## config.mk

```make
export PLATFORM = sky130hd
export DESIGN_NAME = altmemddr_phy_pll_phase_step_ctrl
export DESIGN_NICKNAME = d
export VERILOG_FILES = /design/src/rtl/altmemddr_phy_pll_pkg.sv /design/src/rtl/altmemddr_phy_sync2.sv /design/src/rtl/altmemddr_phy_pll_phase_step_ctrl.sv
export SDC_FILE = /design/constraint.sdc
export NUM_CORES = 1
export LEC_CHECK = 0
export BUFFER_PORTS_ARGS = -buffer_cell sky130_fd_sc_hd__buf_2
export CAP_MARGIN = 20
export CORE_AREA = 2 2 71 106
export CTS_BUF_LIST = sky130_fd_sc_hd__clkbuf_4
export DETAILED_ROUTE_END_ITERATION = 8
export DIE_AREA = 0 0 73 108
export PLACE_DENSITY = 0.77
export SKIP_CTS_REPAIR_TIMING = 1
export SLEW_MARGIN = 20
export SYNTH_ARGS = -nofsm -noshare
export SYNTH_HDL_FRONTEND = slang
export SYNTH_SLANG_ARGS = --single-unit
```

## constraint.sdc

```tcl
create_clock -name seq_clk -period 2.6 [get_ports seq_clk]
set_input_delay 0.26 -clock seq_clk [delete_from_list [all_inputs] [get_ports seq_clk]]
set_output_delay 0.26 -clock seq_clk [all_outputs]
set_load 0.01 [all_outputs]
```

## src/rtl/altmemddr_phy_pll_pkg.sv

```systemverilog
// Shared types and constants for the PLL phase-step responder.
// State encoding, error flag positions and timeout counter width.
package altmemddr_phy_pll_pkg;

  typedef enum logic [2:0] {
    IDLE,
    STEP,
    WAIT_LOW,
    WAIT_HIGH,
    COMPLETE
  } pll_state_e;

  localparam int ERR_TIMEOUT = 0;
  localparam int ERR_BUSY    = 1;
  localparam int ERR_SELECT  = 2;

  localparam int TMO_W = 8;

endpackage

```

## src/rtl/altmemddr_phy_sync2.sv

```systemverilog
// Two-flop synchroniser for asynchronous PLL status inputs.
// RST_VAL picks the idle level seen while in reset.
module altmemddr_phy_sync2 #(
  parameter logic RST_VAL = 1'b0
) (
  input  logic seq_clk,
  input  logic reset_seq_n,
  input  logic d,
  output logic q
);

  logic meta;

  always_ff @(posedge seq_clk or negedge reset_seq_n) begin
    if (!reset_seq_n) begin
      meta <= RST_VAL;
      q    <= RST_VAL;
    end else begin
      meta <= d;
      q    <= meta;
    end
  end

endmodule

```

## src/rtl/altmemddr_phy_pll_phase_step_ctrl.sv

```systemverilog
// PLL dynamic phase-step responder: one step per sequencer request,
// phasedone handshake, per-clock phase tracking and sticky errors.
module altmemddr_phy_pll_phase_step_ctrl
  import altmemddr_phy_pll_pkg::*;
#(
  parameter int CLOCK_INDEX_WIDTH   = 3,
  parameter int NUM_CLOCKS          = 5,
  parameter int PLL_STEPS_PER_CYCLE = 72,
  parameter int PHASE_CNT_WIDTH     = 7,
  parameter int PHASESTEP_CYCLES    = 2,
  parameter int TIMEOUT_CYCLES      = 255
) (
  input  logic                         seq_clk,
  input  logic                         reset_seq_n,
  input  logic                         pll_locked,
  input  logic                         seq_pll_start_reconfig,
  input  logic [CLOCK_INDEX_WIDTH-1:0] seq_pll_select,
  input  logic                         seq_pll_inc_dec_n,
  output logic                         phs_shft_busy,
  output logic [CLOCK_INDEX_WIDTH-1:0] pll_phasecounterselect,
  output logic                         pll_phaseupdown,
  output logic                         pll_phasestep,
  input  logic                         pll_phasedone,
  input  logic [CLOCK_INDEX_WIDTH-1:0] phase_query_index,
  output logic [PHASE_CNT_WIDTH-1:0]   phase_query_value,
  output logic [2:0]                   err_flags
);

  localparam int SCW =
    (PHASESTEP_CYCLES > 1) ? $clog2(PHASESTEP_CYCLES) : 1;
  localparam logic [SCW-1:0] STEP_LAST =
    SCW'(PHASESTEP_CYCLES - 1);
  localparam logic [TMO_W-1:0] TMO_LIMIT =
    TMO_W'(TIMEOUT_CYCLES);
  localparam logic [PHASE_CNT_WIDTH-1:0] PH_MAX =
    PHASE_CNT_WIDTH'(PLL_STEPS_PER_CYCLE - 1);

  pll_state_e state, state_n;

  logic                       locked_s;
  logic                       done_s;
  logic [SCW-1:0]             step_cnt;
  logic [TMO_W-1:0]           tmo_cnt;
  logic                       tmo_hit;
  logic                       accept;
  logic                       sel_ok;
  logic                       tmo_fire;
  logic                       in_wait;
  logic [2:0]                 err_set;
  logic [PHASE_CNT_WIDTH-1:0] phase_cnt [NUM_CLOCKS];

  function automatic logic [PHASE_CNT_WIDTH-1:0] next_phase(
    input logic [PHASE_CNT_WIDTH-1:0] c,
    input logic                       up
  );
    if (up)
      return (c == PH_MAX) ? '0 : c + PHASE_CNT_WIDTH'(1);
    return (c == '0) ? PH_MAX : c - PHASE_CNT_WIDTH'(1);
  endfunction

  altmemddr_phy_sync2 #(.RST_VAL(1'b0)) u_sync_locked (
    .seq_clk     (seq_clk),
    .reset_seq_n (reset_seq_n),
    .d           (pll_locked),
    .q           (locked_s)
  );

  // phasedone idles high, so its synchroniser resets high
  altmemddr_phy_sync2 #(.RST_VAL(1'b1)) u_sync_done (
    .seq_clk     (seq_clk),
    .reset_seq_n (reset_seq_n),
    .d           (pll_phasedone),
    .q           (done_s)
  );

  assign sel_ok  = int'(seq_pll_select) < NUM_CLOCKS;
  assign in_wait = (state == WAIT_LOW) || (state == WAIT_HIGH);

  always_ff @(posedge seq_clk or negedge reset_seq_n) begin
    if (!reset_seq_n) state <= IDLE;
    else              state <= state_n;
  end

  always_comb begin
    state_n  = state;
    accept   = 1'b0;
    tmo_fire = 1'b0;
    err_set  = '0;
    unique case (state)
      IDLE: begin
        if (seq_pll_start_reconfig) begin
          err_set[ERR_BUSY]   = !locked_s;
          err_set[ERR_SELECT] = !sel_ok;
          if (locked_s && sel_ok) begin
            accept  = 1'b1;
            state_n = STEP;
          end
        end
      end
      STEP: begin
        if (step_cnt == STEP_LAST) state_n = WAIT_LOW;
      end
      WAIT_LOW: begin
        if (!done_s) begin
          state_n = WAIT_HIGH;
        end else if (tmo_cnt == TMO_LIMIT) begin
          tmo_fire = 1'b1;
          state_n  = COMPLETE;
        end
      end
      WAIT_HIGH: begin
        if (done_s) begin
          state_n = COMPLETE;
        end else if (tmo_cnt == TMO_LIMIT) begin
          tmo_fire = 1'b1;
          state_n  = COMPLETE;
        end
      end
      COMPLETE: state_n = IDLE;
      default:  state_n = IDLE;
    endcase
    if (state != IDLE && seq_pll_start_reconfig)
      err_set[ERR_BUSY] = 1'b1;
    err_set[ERR_TIMEOUT] = tmo_fire;
  end

  always_ff @(posedge seq_clk or negedge reset_seq_n) begin
    if (!reset_seq_n) begin
      step_cnt               <= '0;
      tmo_cnt                <= '0;
      tmo_hit                <= 1'b0;
      pll_phasestep          <= 1'b0;
      pll_phaseupdown        <= 1'b0;
      pll_phasecounterselect <= '0;
      phs_shft_busy          <= 1'b1;
      err_flags              <= '0;
    end else begin
      pll_phasestep <= (state_n == STEP);
      // held across the IDLE return so busy drops one cycle after COMPLETE
      phs_shft_busy <= (state_n != IDLE) ||
                       (state != IDLE) || !locked_s;
      err_flags     <= err_flags | err_set;
      if (accept) begin
        pll_phasecounterselect <= seq_pll_select;
        pll_phaseupdown        <= seq_pll_inc_dec_n;
        step_cnt               <= '0;
        tmo_hit                <= 1'b0;
      end else if (state == STEP) begin
        step_cnt <= step_cnt + SCW'(1);
      end
      if (tmo_fire) tmo_hit <= 1'b1;
      if (state_n != state)
        tmo_cnt <= '0;
      else if (in_wait)
        tmo_cnt <= tmo_cnt + TMO_W'(1);
    end
  end

  always_ff @(posedge seq_clk or negedge reset_seq_n) begin
    if (!reset_seq_n) begin
      for (int i = 0; i < NUM_CLOCKS; i++)
        phase_cnt[i] <= '0;
    end else if (state == COMPLETE && !tmo_hit) begin
      for (int i = 0; i < NUM_CLOCKS; i++)
        if (pll_phasecounterselect == CLOCK_INDEX_WIDTH'(i))
          phase_cnt[i] <= next_phase(phase_cnt[i],
                                     pll_phaseupdown);
    end
  end

  always_comb begin
    phase_query_value = '0;
    for (int i = 0; i < NUM_CLOCKS; i++)
      if (phase_query_index == CLOCK_INDEX_WIDTH'(i))
        phase_query_value = phase_cnt[i];
  end

endmodule

```

==> results of run 1 <==
cell usage after synthesis (4+ instances only):
| master | instances | share of area |
|---|---|---|
| dfrtp_1 | 58 | 0.36 |
| nor2_1 | 44 | 0.041 |
| o21ai_0 | 40 | 0.050 |
| a21oi_1 | 32 | 0.040 |
| nand2_1 | 28 | 0.026 |
| clkbuf_1 | 26 | 0.024 |
| nand3_1 | 23 | 0.028 |
| nor3_1 | 23 | 0.028 |
| inv_1 | 15 | 0.014 |
| xor2_1 | 13 | 0.028 |
| and3_1 | 12 | 0.019 |
| mux2i_1 | 12 | 0.030 |
| ha_1 | 11 | 0.034 |
| or3_1 | 11 | 0.017 |
| nand2b_1 | 9 | 0.014 |
| o31ai_1 | 8 | 0.015 |
| xnor2_1 | 8 | 0.017 |
| a22oi_1 | 7 | 0.013 |
| o22ai_1 | 7 | 0.011 |
| nor2b_1 | 6 | 0.0093 |
| nor4_1 | 5 | 0.0077 |
| or2_2 | 5 | 0.0077 |
| a21o_1 | 4 | 0.0074 |
| mux2_2 | 4 | 0.011 |
| o311ai_0 | 4 | 0.0087 |
layer usage:
layer,global-route usage,up-vias,wire length [um]
met3,0.0345,23,443
met2,0.431,133,4810
li1,-,1771,-
met4,0.149,0,293
met1,0.320,1820,4030
met5,0,-,0
logic make-up (layout without fill, tap and decap cells):
logic type | Yosys count | after routing | synth area share
compound gates | 130 | 130 | 0.199
xor+xnor | 21 | 21 | 0.0455
fa+ha+maj | 12 | 12 | 0.0365
buf+inv | 47 | 70 | 0.0492
flops | 61 | 61 | 0.379
mux | 17 | 17 | 0.0465
other cells | 0 | 1 | 0
simple gates | 186 | 186 | 0.244
layout make-up:
| class | instances | area [um^2] |
|---|---|---|
| diodes | 1 | 2.50 |
| clock buffers | 10 | 75.1 |
| clock inverters | 6 | 78.8 |
| fillers | 588 | 2490 |
| inverters | 15 | 56.3 |
| multi-input cells | 366 | 2310 |
| flip-flops and latches | 61 | 1530 |
| well taps | 78 | 97.6 |
| repair buffers | 39 | 258 |
through the flow:
step,area [um^2],utilization
finish,4410,0.639
global placement,4220,0.612
CTS,4380,0.635
global route,4410,0.639
detailed placement,4220,0.612
floorplan,4040,-
cell usage in the layout (no fill, tap or decap), drive strengths merged, types with 5 or more instances in the layout:
cell type,n
nor2b,6
o31ai,8
nor4,6
a22oi,7
xor2,13
xnor2,8
mux2i,12
clkbuf,10
nor3,24
o22ai,7
and3,12
nand2b,9
nand2,28
buf,36
or2,5
inv,15
ha,11
dfrtp,58
or3,11
nor2,44
a21oi,32
nand3,23
o21ai,43
worst max path at each step:
| stage | startpoint | endpoint | slack, ns | depth (start not counted) |
|---|---|---|---|---|
| 3_5_place_dp | state[0] | phase_cnt[13] | 0.37 | 4 |
| 6_report | state[0] | phase_cnt[13] | 0.32 | 4 |
| 4_1_cts | state[0] | phase_cnt[13] | 0.35 | 4 |
| 5_1_grt | state[0] | phase_cnt[13] | 0.22 | 4 |
| 3_3_place_gp | state[0] | phase_cnt[13] | 0.45 | 4 |
| 2_1_floorplan | state[0] | phase_cnt[20] | 0.45 | 8 |
registers in the layout (all words and copies together), names as in the netlist, 3 cells and up:
signal,count
state,3
tmo_cnt,8
err_flags,3
pll_phasecounterselect,3
phase_cnt,35
critical path, stage by stage, from the launching register on:
cell     delay, ns
dfrtp_1       0.50
or4b_4        0.64
nor3_2        0.52
o21ai_0       0.19
a211o_1       0.33
power by group:
part           total (W)  internal [W]  switching (W)
Clock           0.000768      0.000393       0.000376
Sequential       0.00165       0.00118       0.000469
Combinational    0.00190      0.000826        0.00107
Total            0.00431       0.00239        0.00192
==> flow_summary.yaml, run 1 <==
outcome:
  outcome: "finished, final reports clean"
power:
  power_density_nw_per_um2: 977
  p_leak_nw: 1.91
  power_w: 0.00431
  ir_drop_mv: 0.673
worst_hold_path:
  hold_depth: 2
  hold_end: "pll_phasecounterselect[0]"
  hold_path.class: "in2reg"
  hp-start: "seq_pll_select[0]"
worst_setup_path:
  worstRegToRegCells: 4
  r2r_slack_ns: 0.32
  r2r-end: "phase_cnt[13]"
  cp.required_ns: 2.92
  arrival_ns: 2.60
  worstSetupPathType: "reg2reg"
  cp_max_fo: 10
  startpoint_type: "flip-flop"
  r2r-start: "state[0]"
  end_kind: "flip-flop"
grt:
  gr-total-overflow: 0
  grt_pass1_wl_mm: 16.0
  grt_usage: 0.260
  grt_max_degree: 29
  antenna_found_initial: 1
  grt_pass1_vias: 3553
drt:
  wl_per_cell_um: 16.6
  vias: 3747
  ant_nets: 0
  vias_per_cell: 6.51
  dr.pass1.iters: 7
  drc_errors: 0
  drt-total-wl_mm: 9.58
  initialDrtViolationCount: 195
logic_synthesis:
  synth_edf_count: 0
  ys_seq_elements: 61
  avgSynthCellArea_um2: 8.52
  synthArstFlopShare: 1.00
  netlist_area_um2: 4040
  ys_seq_area_frac: 0.379
  synth_ff_type: "dfrtp_1"
  synth_cells: 474
  ys_types: 57
  ys_warn_count: 0
  synth_nets: 497
sta:
  worst_slack_ns: 0.325
  max_freq_mhz: 440
  finalHoldViolations: 0
  worst_pin_slew_ns: 0.633
  report.final.setup_viol: 0
  period_share: 0.875
  rsz0062_at_grt: "no"
  skew_ns: 0.0175
  slew_violations: 0
  slew_headroom: 0.575
  fin_hold_ws_ns: 0.0710
  fin_setup_tns_ns: 0
  period_minus_slack_ns: 2.28
clock_tree:
  cts_tree: "yes"
  cts-htree-levels: 3
  clockBufferDepth: 2
  cts_root_buffer: "clkbuf_4"
  numClockSinks: 61
  cts_made_buffers: 9
  clk_pin_slew_ns: 0.10
  insertion_delay_ns: 0.44
final_layout:
  fin_cells: 576
  drive_above_1_share: 0.145
  syn_to_final_growth_pct: 9.17
  fin_nets: 515
placement:
  dp_cells: 556
  dp_slack_ns: 0.369
  hpwl_mm: 6.80
  gp_congestion: 0.903
  numPortBuffers: 27
floorplanning:
  initial_core_util: 0.586
  io_pins: 28
  die_w_um: 73
  die_area_um2: 7880
  die_h_um: 108
  num_rows: 37
  core_area_um2: 6900
run:
  drv_cap: 0
No activity file was read; power rests on OpenSTA's default activity.
==> run 2: changes to the inputs <==
--- a/config.mk
+++ b/config.mk
@@ -7,11 +7,11 @@
 export LEC_CHECK = 0
 export BUFFER_PORTS_ARGS = -buffer_cell sky130_fd_sc_hd__buf_2
 export CAP_MARGIN = 20
-export CORE_AREA = 2 2 71 106
+export CORE_AREA = 2 2 74 111
 export CTS_BUF_LIST = sky130_fd_sc_hd__clkbuf_4
 export DETAILED_ROUTE_END_ITERATION = 8
-export DIE_AREA = 0 0 73 108
-export PLACE_DENSITY = 0.77
+export DIE_AREA = 0 0 76 113
+export PLACE_DENSITY = 0.71
 export SKIP_CTS_REPAIR_TIMING = 1
 export SLEW_MARGIN = 20
 export SYNTH_ARGS = -nofsm -noshare
==> flow_summary.yaml, run 2 (synthesized netlist as in run 1, its figures left out) <==
outcome:
  outcome: "finished, final reports clean"
sta:
  slew_headroom: 0.527
  period_minus_slack_ns: 2.20
  report.final.setup_viol: 0
  slew_violations: 0
  fin_setup_tns_ns: 0
  worst_pin_slew_ns: 0.704
  skew_ns: 0.0176
  max_freq_mhz: 455
  rsz0062_at_grt: "no"
  finalHoldViolations: 0
  period_share: 0.845
grt:
  antenna_found_initial: 0
  gr-total-overflow: 0
  grtUsageMet1: 0.283
  grtUsageMet3: 0.0359
  use_met2: 0.410
  grt_pass1_wl_mm: 16.2
  grt_max_degree: 28
  grt_pass1_vias: 3420
  busiest_layer: "met2"
  grt_usage: 0.233
clock_tree:
  cts-htree-levels: 3
  clk_pin_slew_ns: 0.12
  cts_made_buffers: 9
  numClockSinks: 61
  cts_tree: "yes"
  cts_root_buffer: "clkbuf_4"
  clockBufferDepth: 2
  insertion_delay_ns: 0.43
floorplanning:
  num_rows: 39
  die_w_um: 76
  initial_core_util: 0.534
  die_h_um: 113
  die_area_um2: 8590
  core_area_um2: 7560
  io_pins: 28
drt:
  vias: 3705
  wl_per_cell_um: 16.3
  dr.pass1.iters: 5
  drt-total-wl_mm: 9.77
  initialDrtViolationCount: 334
  vias_per_cell: 6.18
  drc_errors: 0
  ant_nets: 0
power:
  ir_drop_mv: 0.648
  p_sw_w: 0.00195
  pwr-share-clk: 0.166
  p_leak_nw: 1.90
  switching_share: 0.459
  power_density_nw_per_um2: 965
  p_comb_frac: 0.449
  power.share.sequential: 0.386
  internal_power_w: 0.00230
worst_setup_path:
  end_kind: "flip-flop"
  cp.required_ns: 2.92
  cpPeakStageDelay_ns: 0.63
  cp_max_fo: 10
  startpoint_type: "flip-flop"
  r2r-start: "state[0]"
  path_cells: "or4b_4 -> nor4b_2 -> o21ai_0 -> a21oi_1 -> o21ai_1"
  critical_path_buf_inv_count: 0
  arrival_ns: 2.52
  worstRegToRegCells: 5
  worstSetupPathType: "reg2reg"
  crit_slowest_cell: "or4b_4"
  cp_num_cells: 5
  r2r-end: "phase_cnt[20]"
  r2r_slack_ns: 0.40
  path_delay_family: "simple AND/OR/NAND/NOR gates"
final_layout:
  drive_above_1_share: 0.149
  multi_input_area_um2: 2310
  fill_cells: 679
  fin_nets: 516
  mostFrequentLayoutCells: "57 x dfrtp_1, 44 x nor2_1, 40 x o21ai_0, 32 x a21oi_1, 28 x nand2_1"
  antenna_cells: 0
  top_regs: "phase_cnt: 35 flops, tmo_cnt: 8 flops"
  largest_reg_flops: 35
  final_common_cell: "dfrtp_1"
  syn_to_final_growth_pct: 9.29
  regMostFlops: "phase_cnt"
  finalInstanceArea_um2: 4420
  regArea_um2: 1530
worst_hold_path:
  hold_depth: 2
  hold_end: "pll_phaseupdown"
  hold_path.class: "in2reg"
  hp-start: "seq_pll_inc_dec_n"
run:
  drv_cap: 0
placement:
  gp_congestion: 0.974
  hpwl_mm: 7.16
  placed_area_um2: 4240
  numPortBuffers: 27
## run 2: metal layers
metal  vias up  share of wire
met5         -              0
met2       133           0.51
met4         0          0.018
met3        17          0.047
met1      1789           0.42
li1       1766              -
## run 2: area by class of cell
type | count | share of cell area
clock buffers | 9 | 0.0153
clock inverters | 7 | 0.0184
inverters | 15 | 0.0128
multi-input cells | 366 | 0.523
flip-flops and latches | 61 | 0.347
well taps | 102 | 0.0289
repair buffers | 40 | 0.0544
## run 2: worst reg2reg max path, delay by kind of cell, from the launching register on
family | cells | cell delay [ns]
DFF | 1 | 0.50
and+or+nand+nor | 2 | 1.14
AOI/OAI and AO/OA | 3 | 0.46
## run 2: power by group through the flow
| stage | clock, W | sequential [W] | combinational [W] |
|---|---|---|---|
| after floorplan | 0 | 0.00139 | 0.00160 |
| after global placement | 0 | 0.00164 | 0.00185 |
| after detailed placement | 0 | 0.00165 | 0.00189 |
| after CTS | 0.000728 | 0.00163 | 0.00190 |
| after global routing | 0.000766 | 0.00170 | 0.00213 |
| final | 0.000705 | 0.00164 | 0.00191 |
## run 2: worst max-delay path by stage
stage	from	endpoint	slack (ns)
2_1_floorplan	state[0]	phase_cnt[20]	0.45
3_3_place_gp	state[0]	phase_cnt[24]	0.50
3_5_place_dp	state[0]	phase_cnt[20]	0.42
4_1_cts	state[0]	phase_cnt[20]	0.41
5_1_grt	state[0]	phase_cnt[26]	0.25
6_report	state[0]	phase_cnt[20]	0.40
## run 2: through the flow
| step | std cells | setup WS [ns] | hold slack (ns) | utilization | total power, W |
|---|---|---|---|---|---|
| final | 600 | 0.403 | 0.0734 | 0.584 | 0.00426 |
| after CTS | 597 | 0.407 | -0.299 | 0.580 | 0.00426 |
| after detailed placement | 581 | 0.425 | 0.180 | 0.560 | 0.00353 |
| after global routing | 600 | 0.249 | 0.0503 | 0.584 | 0.00460 |
| after floorplan | 474 | 0.455 | -0.0356 | - | 0.00299 |
| after global placement | 581 | 0.497 | 0.179 | 0.560 | 0.00349 |
==> run 3: changes to the inputs <==
==> constraint.sdc (replaced) <==
create_clock -name seq_clk -period 2.3 [get_ports seq_clk]
set_input_delay 0.23 -clock seq_clk [delete_from_list [all_inputs] [get_ports seq_clk]]
set_output_delay 0.23 -clock seq_clk [all_outputs]
set_load 0.01 [all_outputs]
==> flow_summary.yaml, run 3 (synthesized netlist as in run 1, its figures left out) <==
worst_setup_path:
  end_kind: "flip-flop"
  path_cells: "or4b_4 -> or3_1 -> a2111oi_0 -> nor3_1"
  arrival_ns: 2.36
  cp_max_fo: 9
  crit_path_start: "state[2]"
  cp.required_ns: 2.61
  path_delay_family: "simple AND/OR/NAND/NOR gates"
  r2r-start: "state[2]"
  cpPeakStageDelay_ns: 0.55
  crit_slowest_cell: "or4b_4"
  startpoint_type: "flip-flop"
  worstSetupPathType: "reg2reg"
  critical_path_buf_inv_count: 0
clock_tree:
  insertion_delay_ns: 0.42
  numClockSinks: 61
  cts-htree-levels: 3
  clk_pin_slew_ns: 0.12
  cts_tree: "yes"
  cts_root_buffer: "clkbuf_4"
  clockBufferDepth: 2
  cts_made_buffers: 9
placement:
  numPortBuffers: 27
  placed_area_um2: 4310
  gp_congestion: 0.888
  hpwl_mm: 7.15
floorplanning:
  num_rows: 39
  die_w_um: 76
  io_pins: 28
  core_area_um2: 7560
  die_area_um2: 8590
  die_h_um: 113
  initial_core_util: 0.534
sta:
  max_freq_mhz: 487
  period_share: 0.892
  finalHoldViolations: 0
  skew_ns: 0.0108
  worst_pin_slew_ns: 0.629
  slew_headroom: 0.576
  report.final.setup_viol: 0
  fin_hold_ws_ns: 0.0303
  rsz0062_at_grt: "no"
  period_minus_slack_ns: 2.05
  fin_setup_tns_ns: 0
  slew_violations: 0
grt:
  gr-total-overflow: 0
  grt_max_degree: 62
  grt_usage: 0.245
  antenna_found_initial: 0
  grt_pass1_wl_mm: 17.2
  grt_pass1_vias: 3633
power:
  p_comb_frac: 0.480
  pwr-share-clk: 0.140
  ir_drop_mv: 0.806
  internal_power_w: 0.00255
  switching_share: 0.469
  power.share.sequential: 0.380
  power_density_nw_per_um2: 1080
  p_sw_w: 0.00226
  p_leak_nw: 1.93
drt:
  ant_nets: 0
  vias_per_cell: 6.19
  drt-total-wl_mm: 9.96
  initialDrtViolationCount: 190
  wl_per_cell_um: 16.4
  drc_errors: 0
  dr.pass1.iters: 5
  vias: 3753
final_layout:
  syn_to_final_growth_pct: 10.3
  post-route-util: 0.589
  antenna_cells: 0
  largest_reg_flops: 35
  finalInstanceArea_um2: 4460
  mostFrequentLayoutCells: "57 x dfrtp_1, 44 x nor2_1, 40 x o21ai_0, 32 x a21oi_1, 28 x nand2_1"
  final_common_cell: "dfrtp_1"
  regMostFlops: "phase_cnt"
  drive_above_1_share: 0.159
  top_regs: "phase_cnt: 35 flops, tmo_cnt: 8 flops"
  fin_nets: 522
run:
  drv_cap: 0
worst_hold_path:
  hp-start: "seq_pll_inc_dec_n"
  hold_path.class: "in2reg"
outcome:
  outcome: "finished, final reports clean"
==> run 3: power groups by stage <==
stage	clock network (W)	registers, W	logic (W)
after floorplan	0	0.00157	0.00181
after global placement	0	0.00181	0.00223
after detailed placement	0	0.00183	0.00226
after CTS	0.000690	0.00181	0.00228
after global routing	0.000745	0.00188	0.00258
final	0.000675	0.00183	0.00231
==> run 3: final cells by class <==
class	count	area (um^2)
Sequential cell	61	1530
Clock buffer	9	67.6
Tap cell	102	128
Multi-Input combinational cell	366	2310
Clock inverter	7	51.3
Fill cell	685	3110
Inverter	15	56.3
Timing Repair Buffer	46	310
==> run 3: metrics by stage <==
step,instances,worst slack [ns],power (W)
2_1_floorplan,474,0.155,0.00338
3_3_place_gp,587,0.324,0.00404
3_5_place_dp,587,0.278,0.00409
4_1_cts,603,0.244,0.00478
5_1_grt,606,0.0404,0.00520
6_report,606,0.248,0.00481
==> run 3: metal layers <==
layer  vias to the layer above  track usage  share of wire
li1                       1778            -              -
met1                      1832        0.292           0.42
met2                       126        0.438           0.52
met3                        17       0.0455          0.045
met4                         0       0.0958          0.021
met5                         -            0              0
==> run 3: worst paths after layout <==
path                                   end  slack (ns)  cells after the start
max                          phase_cnt[27]        0.25                      4
max reg2reg                  phase_cnt[27]        0.25                      4
min reg2reg                u_sync_locked.q        0.37                      0
min in group asynchronous     phase_cnt[0]        0.33                      3
min                        pll_phaseupdown        0.03                      2
max in group asynchronous    u_sync_done.q        1.63                      3
